### config.mk
export PLATFORM = sky130hd
export DESIGN_NAME = pam_mode_ctrl_flat
export DESIGN_NICKNAME = d
export VERILOG_FILES = /design/src/rtl/pam_mode_if.sv /design/src/rtl/pam_mode_ctrl.sv /design/src/flat_wrapper.sv
export SDC_FILE = /design/constraint.sdc
export NUM_CORES = 1
export LEC_CHECK = 0
export ABC_AREA = 0
export CORE_MARGIN = 2
export CORE_UTILIZATION = 40
export CTS_BUF_LIST = sky130_fd_sc_hd__clkbuf_16
export DETAILED_ROUTE_END_ITERATION = 10
export GPL_ROUTABILITY_DRIVEN = 0
export HOLD_SLACK_MARGIN = 0.06
export MAX_ROUTING_LAYER = met4
export PLACE_DENSITY = 0.67
export SLEW_MARGIN = 20
export SYNTH_ARGS = -nofsm -noshare
export SYNTH_HDL_FRONTEND = slang
export SYNTH_SLANG_ARGS = --single-unit
### constraint.sdc
create_clock -name clk -period 1.6 [get_ports clk]
set_clock_uncertainty 0.15 [all_clocks]
set_input_delay 0.16 -clock clk [delete_from_list [all_inputs] [get_ports clk]]
set_output_delay 0.16 -clock clk [all_outputs]
set_load 0.1 [all_outputs]
### src/rtl/pam_mode_if.sv
// Symbol-path bundle between the symbol generator, the PAM mode controller and the DAC serialiser.
// The master drives the button and the LSB-aligned symbols; the slave returns DAC words and mode status.
interface pam_mode_if #(
  parameter int DATA_W   = 5,
  parameter int MIN_BITS = 2
);
  localparam int NUM_MODES = DATA_W - MIN_BITS + 1;
  localparam int MODE_W    = (NUM_MODES > 1) ? $clog2(NUM_MODES) : 1;

  logic              sel;
  logic [DATA_W-1:0] datain;
  logic              din_valid;
  logic              sof;
  logic [DATA_W-1:0] dataout;
  logic              dout_valid;
  logic [MODE_W-1:0] mode;
  logic              mode_pending;
  logic              mode_changed;

  modport master (
    output sel, datain, din_valid, sof,
    input  dataout, dout_valid, mode, mode_pending, mode_changed
  );

  modport slave (
    input  sel, datain, din_valid, sof,
    output dataout, dout_valid, mode, mode_pending, mode_changed
  );
endinterface

### src/rtl/pam_mode_ctrl.sv
// PAM-level selector: debounced pushbutton steps the bits/symbol, the change is taken at a frame
// start, and each symbol is left-justified onto the DAC word one cycle later.
module pam_mode_ctrl #(
  parameter int DATA_W       = 5,
  parameter int MIN_BITS     = 2,
  parameter int DEBOUNCE_CYC = 16,
  parameter int SYNC_STAGES  = 2,
  parameter int APPLY_AT_SOF = 1
) (
  input  logic        clk,
  input  logic        rst_n,
  pam_mode_if.slave   bus
);
  localparam int NUM_MODES = DATA_W - MIN_BITS + 1;
  localparam int MODE_W    = (NUM_MODES > 1) ? $clog2(NUM_MODES) : 1;
  localparam int CNT_W     = (DEBOUNCE_CYC > 1) ? $clog2(DEBOUNCE_CYC) : 1;
  localparam logic [CNT_W-1:0]  CNT_MAX  = CNT_W'(DEBOUNCE_CYC - 1);
  localparam logic [MODE_W-1:0] MODE_MAX = MODE_W'(NUM_MODES - 1);

  logic [SYNC_STAGES-1:0] r_sync;
  logic                   r_stable;
  logic [CNT_W-1:0]       r_db_cnt;
  logic [MODE_W-1:0]      r_next_mode;
  logic [MODE_W-1:0]      r_mode;
  logic                   r_mode_changed;
  logic [DATA_W-1:0]      r_dataout_p1;
  logic                   r_vld_p1;

  logic                   w_sel_s;
  logic                   w_press;
  logic                   w_apply;
  logic [MODE_W-1:0]      w_mode_eff;

  // Keep the low MIN_BITS+m bits and move them to the top of the DAC word; low bits zero-fill.
  function automatic logic [DATA_W-1:0] f_left_justify(input logic [DATA_W-1:0] d,
                                                       input logic [MODE_W-1:0] m);
    int k;
    k = MIN_BITS + int'(m);
    return DATA_W'(d << (DATA_W - k));
  endfunction

  function automatic logic [MODE_W-1:0] f_mode_inc(input logic [MODE_W-1:0] m);
    return (m == MODE_MAX) ? '0 : m + MODE_W'(1);
  endfunction

  assign w_sel_s = r_sync[SYNC_STAGES-1];
  // A press is the accepted 1->0 transition of the debounced level; releases do nothing.
  assign w_press = r_stable && !w_sel_s && (r_db_cnt == CNT_MAX);
  assign w_apply = (APPLY_AT_SOF != 0) ? (bus.din_valid && bus.sof) : 1'b1;
  // On the applying sof symbol the freshly loaded mode already governs the format.
  assign w_mode_eff = ((APPLY_AT_SOF != 0) && w_apply) ? r_next_mode : r_mode;

  // Button synchroniser and debounce
  always_ff @(posedge clk or negedge rst_n) begin
    if (!rst_n) begin
      r_sync   <= '1;
      r_stable <= 1'b1;
      r_db_cnt <= '0;
    end else begin
      r_sync <= {r_sync[SYNC_STAGES-2:0], bus.sel};
      if (w_sel_s == r_stable) begin
        r_db_cnt <= '0;
      end else if (r_db_cnt == CNT_MAX) begin
        r_stable <= w_sel_s;
        r_db_cnt <= '0;
      end else begin
        r_db_cnt <= r_db_cnt + CNT_W'(1);
      end
    end
  end

  // Mode request / apply; the apply uses next_mode before this cycle's press updates it
  always_ff @(posedge clk or negedge rst_n) begin
    if (!rst_n) begin
      r_next_mode    <= '0;
      r_mode         <= '0;
      r_mode_changed <= 1'b0;
    end else begin
      if (w_press) begin
        r_next_mode <= f_mode_inc(r_next_mode);
      end
      if (w_apply) begin
        r_mode <= r_next_mode;
      end
      r_mode_changed <= w_apply && (r_next_mode != r_mode);
    end
  end

  // Stage p1: formatted symbol
  always_ff @(posedge clk or negedge rst_n) begin
    if (!rst_n) begin
      r_dataout_p1 <= '0;
      r_vld_p1     <= 1'b0;
    end else begin
      r_vld_p1 <= bus.din_valid;
      if (bus.din_valid) begin
        r_dataout_p1 <= f_left_justify(bus.datain, w_mode_eff);
      end
    end
  end

  assign bus.dataout      = r_dataout_p1;
  assign bus.dout_valid   = r_vld_p1;
  assign bus.mode         = r_mode;
  assign bus.mode_pending = (r_next_mode != r_mode);
  assign bus.mode_changed = r_mode_changed;
endmodule

### src/flat_wrapper.sv
// flat-port wrapper written by rule: the top's interface ports become plain ports
module pam_mode_ctrl_flat 
#(
  parameter int DATA_W       = 5,
  parameter int MIN_BITS     = 2,
  parameter int DEBOUNCE_CYC = 16,
  parameter int SYNC_STAGES  = 2,
  parameter int APPLY_AT_SOF = 1
)
  (clk, rst_n, bus_sel, bus_datain, bus_din_valid, bus_sof, bus_dataout, bus_dout_valid, bus_mode, bus_mode_pending, bus_mode_changed);
  pam_mode_if #(.DATA_W(DATA_W), .MIN_BITS(MIN_BITS)) bus_i ();
  input  logic clk;
  input  logic rst_n;
  input wire logic [$bits(bus_i.sel)-1:0] bus_sel;
  input wire logic [$bits(bus_i.datain)-1:0] bus_datain;
  input wire logic [$bits(bus_i.din_valid)-1:0] bus_din_valid;
  input wire logic [$bits(bus_i.sof)-1:0] bus_sof;
  output wire logic [$bits(bus_i.dataout)-1:0] bus_dataout;
  output wire logic [$bits(bus_i.dout_valid)-1:0] bus_dout_valid;
  output wire logic [$bits(bus_i.mode)-1:0] bus_mode;
  output wire logic [$bits(bus_i.mode_pending)-1:0] bus_mode_pending;
  output wire logic [$bits(bus_i.mode_changed)-1:0] bus_mode_changed;
  assign bus_i.sel = bus_sel;
  assign bus_i.datain = bus_datain;
  assign bus_i.din_valid = bus_din_valid;
  assign bus_i.sof = bus_sof;
  assign bus_dataout = bus_i.dataout;
  assign bus_dout_valid = bus_i.dout_valid;
  assign bus_mode = bus_i.mode;
  assign bus_mode_pending = bus_i.mode_pending;
  assign bus_mode_changed = bus_i.mode_changed;
  pam_mode_ctrl #(.DATA_W(DATA_W), .MIN_BITS(MIN_BITS), .DEBOUNCE_CYC(DEBOUNCE_CYC), .SYNC_STAGES(SYNC_STAGES), .APPLY_AT_SOF(APPLY_AT_SOF)) u_core (.clk(clk), .rst_n(rst_n), .bus(bus_i));
endmodule
==> results.sh <==
export IMPL_vias_per_cell=5.17
export IMPL_crit_required_ns=1.60
export IMPL_fin_ws_ns=0.0586
export IMPL_place_ws_ns=-0.229
export IMPL_grt_pass1_wl_um=2930
export IMPL_dpl_instance_area_um2=1200
export IMPL_first_pass_iters=4
export IMPL_grt_pass1_vias=660
export IMPL_nNetsFinal=111
export IMPL_crit_end="u_core.bus.dataout[2]$_DFFE_PN0P_"
export IMPL_holdWs_ns=0.0887
export IMPL_worst_pin_slew_ns=0.324
export IMPL_cp_start_kind="primary input"
export IMPL_core_um2=1960
export IMPL_r2r_start="u_core.r_sync[1]$_DFF_PN1_"
export IMPL_hold_class="in -> async"
export IMPL_detailed_place_hpwl_um=1360
export IMPL_finish_utilization_pct=65.8
export IMPL_rr_endpoint="u_core.r_stable$_DFFE_PN1P_"
export IMPL_maxCapViolations=0
export IMPL_drive_above_1_share_pct=30.9
export IMPL_max_freq_mhz=649
export IMPL_diodes=0
export IMPL_syn_area_per_cell_um2=12.0
export IMPL_fin_setup_tns_ns=0
export IMPL_cp_max_fo=3
export IMPL_final_cell_area_um2=1290
export IMPL_die_x_um=49.8
export IMPL_wirelength_um=1810
export IMPL_hold_viol_final=0
export IMPL_drc=0
export IMPL_peakVddDrop_mv=0.616
export IMPL_start_util_pct=42.7
export IMPL_dieHeight_um=49.8
export IMPL_io_buffer_count=19
export IMPL_clk_pin_slew_ns=0.05
export IMPL_cts_max_level=1
export IMPL_synth_seq_cells=18
export IMPL_vias=641
export IMPL_wl_per_cell_um=14.6
export IMPL_grt_max_degree=19
export IMPL_setup_viol=0
export IMPL_fin_cells=124
export IMPL_rsz0062_at_grt="false"
export IMPL_reg2reg_depth=5
export IMPL_cp_data_arrival_time_ns=1.54
export IMPL_finalCritPeriodShare_pct=96.3
export IMPL_crit_type="in -> reg"
export IMPL_endpoint_kind="flip-flop"
export IMPL_synth_distinct_cells=30
export IMPL_synthFlopType="dfrtp_1"
export IMPL_synth_cells=70
export IMPL_ios=20
export IMPL_antenna_found_initial=0
export IMPL_dp_cells=120
export IMPL_clkSinkCount=18
export IMPL_slew_viol_final=0
export IMPL_cts_tree="yes"
export IMPL_synth_edf_count=0
export IMPL_p_per_area_nw_per_um2=896
export IMPL_netlist_area_um2=838
export IMPL_slowest_stage="clkdlybuf4s50_1"
export IMPL_status="completed"
export IMPL_clk_latency_ns=0.25
export IMPL_ys_async_sr_fraction_pct=100
export IMPL_p_leak_nw=0.586
export IMPL_slowest_delay_ns=0.55
export IMPL_cts_made_buffers=3
export IMPL_num_rows=16
export IMPL_relSlewSlack_pct=78.3
export IMPL_syn2layout_area_growth_pct=54.0
export IMPL_ant_nets=0
export IMPL_overflow=0
export IMPL_yosysWarnings=0
export IMPL_ys_seq_area_share_pct=54.2
export IMPL_clk_path_buf_depth=2
export IMPL_syn_nets=83
export IMPL_worstSetupStartpoint="bus_din_valid"
export IMPL_dr_first_iter_drc_count=8
export IMPL_power_mw=1.16
export IMPL_die_area_um2=2480
export IMPL_crit_chain="clkdlybuf4s50_1 > nand2_2 > mux2_4 > mux2i_1 > a211oi_2"
export IMPL_layout_min_cycle_time_ns=1.54
export IMPL_r2r_setup_slack_ns=0.12
export IMPL_root_buffer="clkbuf_16"
export IMPL_grt_total_usage_pct=16.7
[flip-flops by register name, indices dropped and copies added (netlist names)]
signal / cells
u_core.r_next_mode: 2
u_core.bus.mode: 2
u_core.r_db_cnt: 4
u_core.r_stable: 1
u_core.bus.dout_valid: 1
u_core.bus.mode_changed: 1
u_core.bus.dataout: 5
u_core.r_sync: 2
[how the worst min path moves through the flow]
| stage | end | slack (ns) | cells past startpoint |
|---|---|---|---|
| 3_3_place_gp | u_core.r_sync[1]$_DFF_PN1_ | 0.20 | 0 |
| 2_1_floorplan | u_core.bus.dataout[0]$_DFFE_PN0P_ | -0.29 | 0 |
| 6_report | u_core.r_next_mode[0]$_DFFE_PN0P_ | 0.09 | 2 |
| 4_1_cts | u_core.r_next_mode[0]$_DFFE_PN0P_ | 0.09 | 2 |
| 5_1_grt | u_core.bus.dataout[4]$_DFFE_PN0P_ | 0.14 | 2 |
| 3_5_place_dp | u_core.r_sync[1]$_DFF_PN1_ | 0.20 | 0 |
[power by group]
group	switching [mW]	total (mW)	internal, mW
clock network	0.161	0.493	0.332
registers	0.0162	0.491	0.474
logic	0.102	0.173	0.0714
[routing by layer]
layer | vias up | wire length [um] | track usage, %
met5 | - | 0 | -
met4 | 0 | 50 | 11.1
met3 | 5 | 65 | 2.42
met2 | 20 | 902 | 25.8
met1 | 310 | 791 | 20.4
li1 | 306 | - | -
[critical path: cells and delay by family]
family / cells / cell delay (ns)
multiplexers: 2 / 0.47
AO/OA/AOI/OAI: 1 / 0.26
buffers and inverters: 1 / 0.55
AND/OR/NAND/NOR: 1 / 0.10
[kinds of logic (layout without fill, tap and decap cells)]
| group | count (synthesis) | after routing | synth area share [%] |
|---|---|---|---|
| AOI/OAI and AO/OA | 15 | 15 | 13.3 |
| xor gates and xnor gates | 3 | 3 | 3.13 |
| adders and majority gates | 3 | 3 | 4.48 |
| buffers and inverters | 5 | 32 | 3.13 |
| DFF | 18 | 18 | 54.2 |
| muxes | 8 | 8 | 10.7 |
| and+or+nand+nor | 18 | 18 | 11.0 |
[synth_stat cells (all sizes together), types with 2 or more instances]
master | count | area [um^2]
a21oi | 4 | 20.0
dfrtp | 15 | 375
dfstp | 3 | 78.8
ha | 3 | 37.5
inv | 4 | 15.0
mux2 | 2 | 26.3
mux2i | 6 | 63.8
nand2 | 7 | 28.8
nand4b | 2 | 17.5
nor2 | 3 | 11.3
o21ai | 2 | 10.0
o221ai | 2 | 17.5
xnor2 | 3 | 26.3
[cell type report]
| type | instances | area [um^2] |
|---|---|---|
| clock buffers | 3 | 75.1 |
| inverters | 4 | 15.0 |
| multi-input cells | 47 | 377 |
| clock inverters | 1 | 3.75 |
| repair buffers | 24 | 330 |
| well taps | 27 | 33.8 |
| fillers | 159 | 671 |
| flip-flops and latches | 18 | 457 |
[layout by cell type, fill, tap and decap left out, drive strengths merged]
cell type,n
inv,4
a211oi,1
dfrtp,15
clkbuf,3
mux2i,6
o221ai,2
a311oi,1
mux2,2
nor3,1
clkdlybuf4s50,8
clkinv,1
and2,1
o211ai,1
a21bo,1
nor2,3
a21o,1
ha,3
dfstp,3
o21ai,2
a21oi,4
nand4b,2
o2bb2ai,1
nand4,1
a22o,1
nand3,1
buf,15
xnor2,3
nand2,7
dlymetal6s2s,1
nand2b,1
nor2b,1
[what timing repair did]
action,in CTS,in global routing
setup endpoints to repair,0,4
resized for setup,0,2
setup buffers,0,0
endpoints found under the hold margin,0,0
hold buffers,0,0
(Power assumes the default switching activity.)
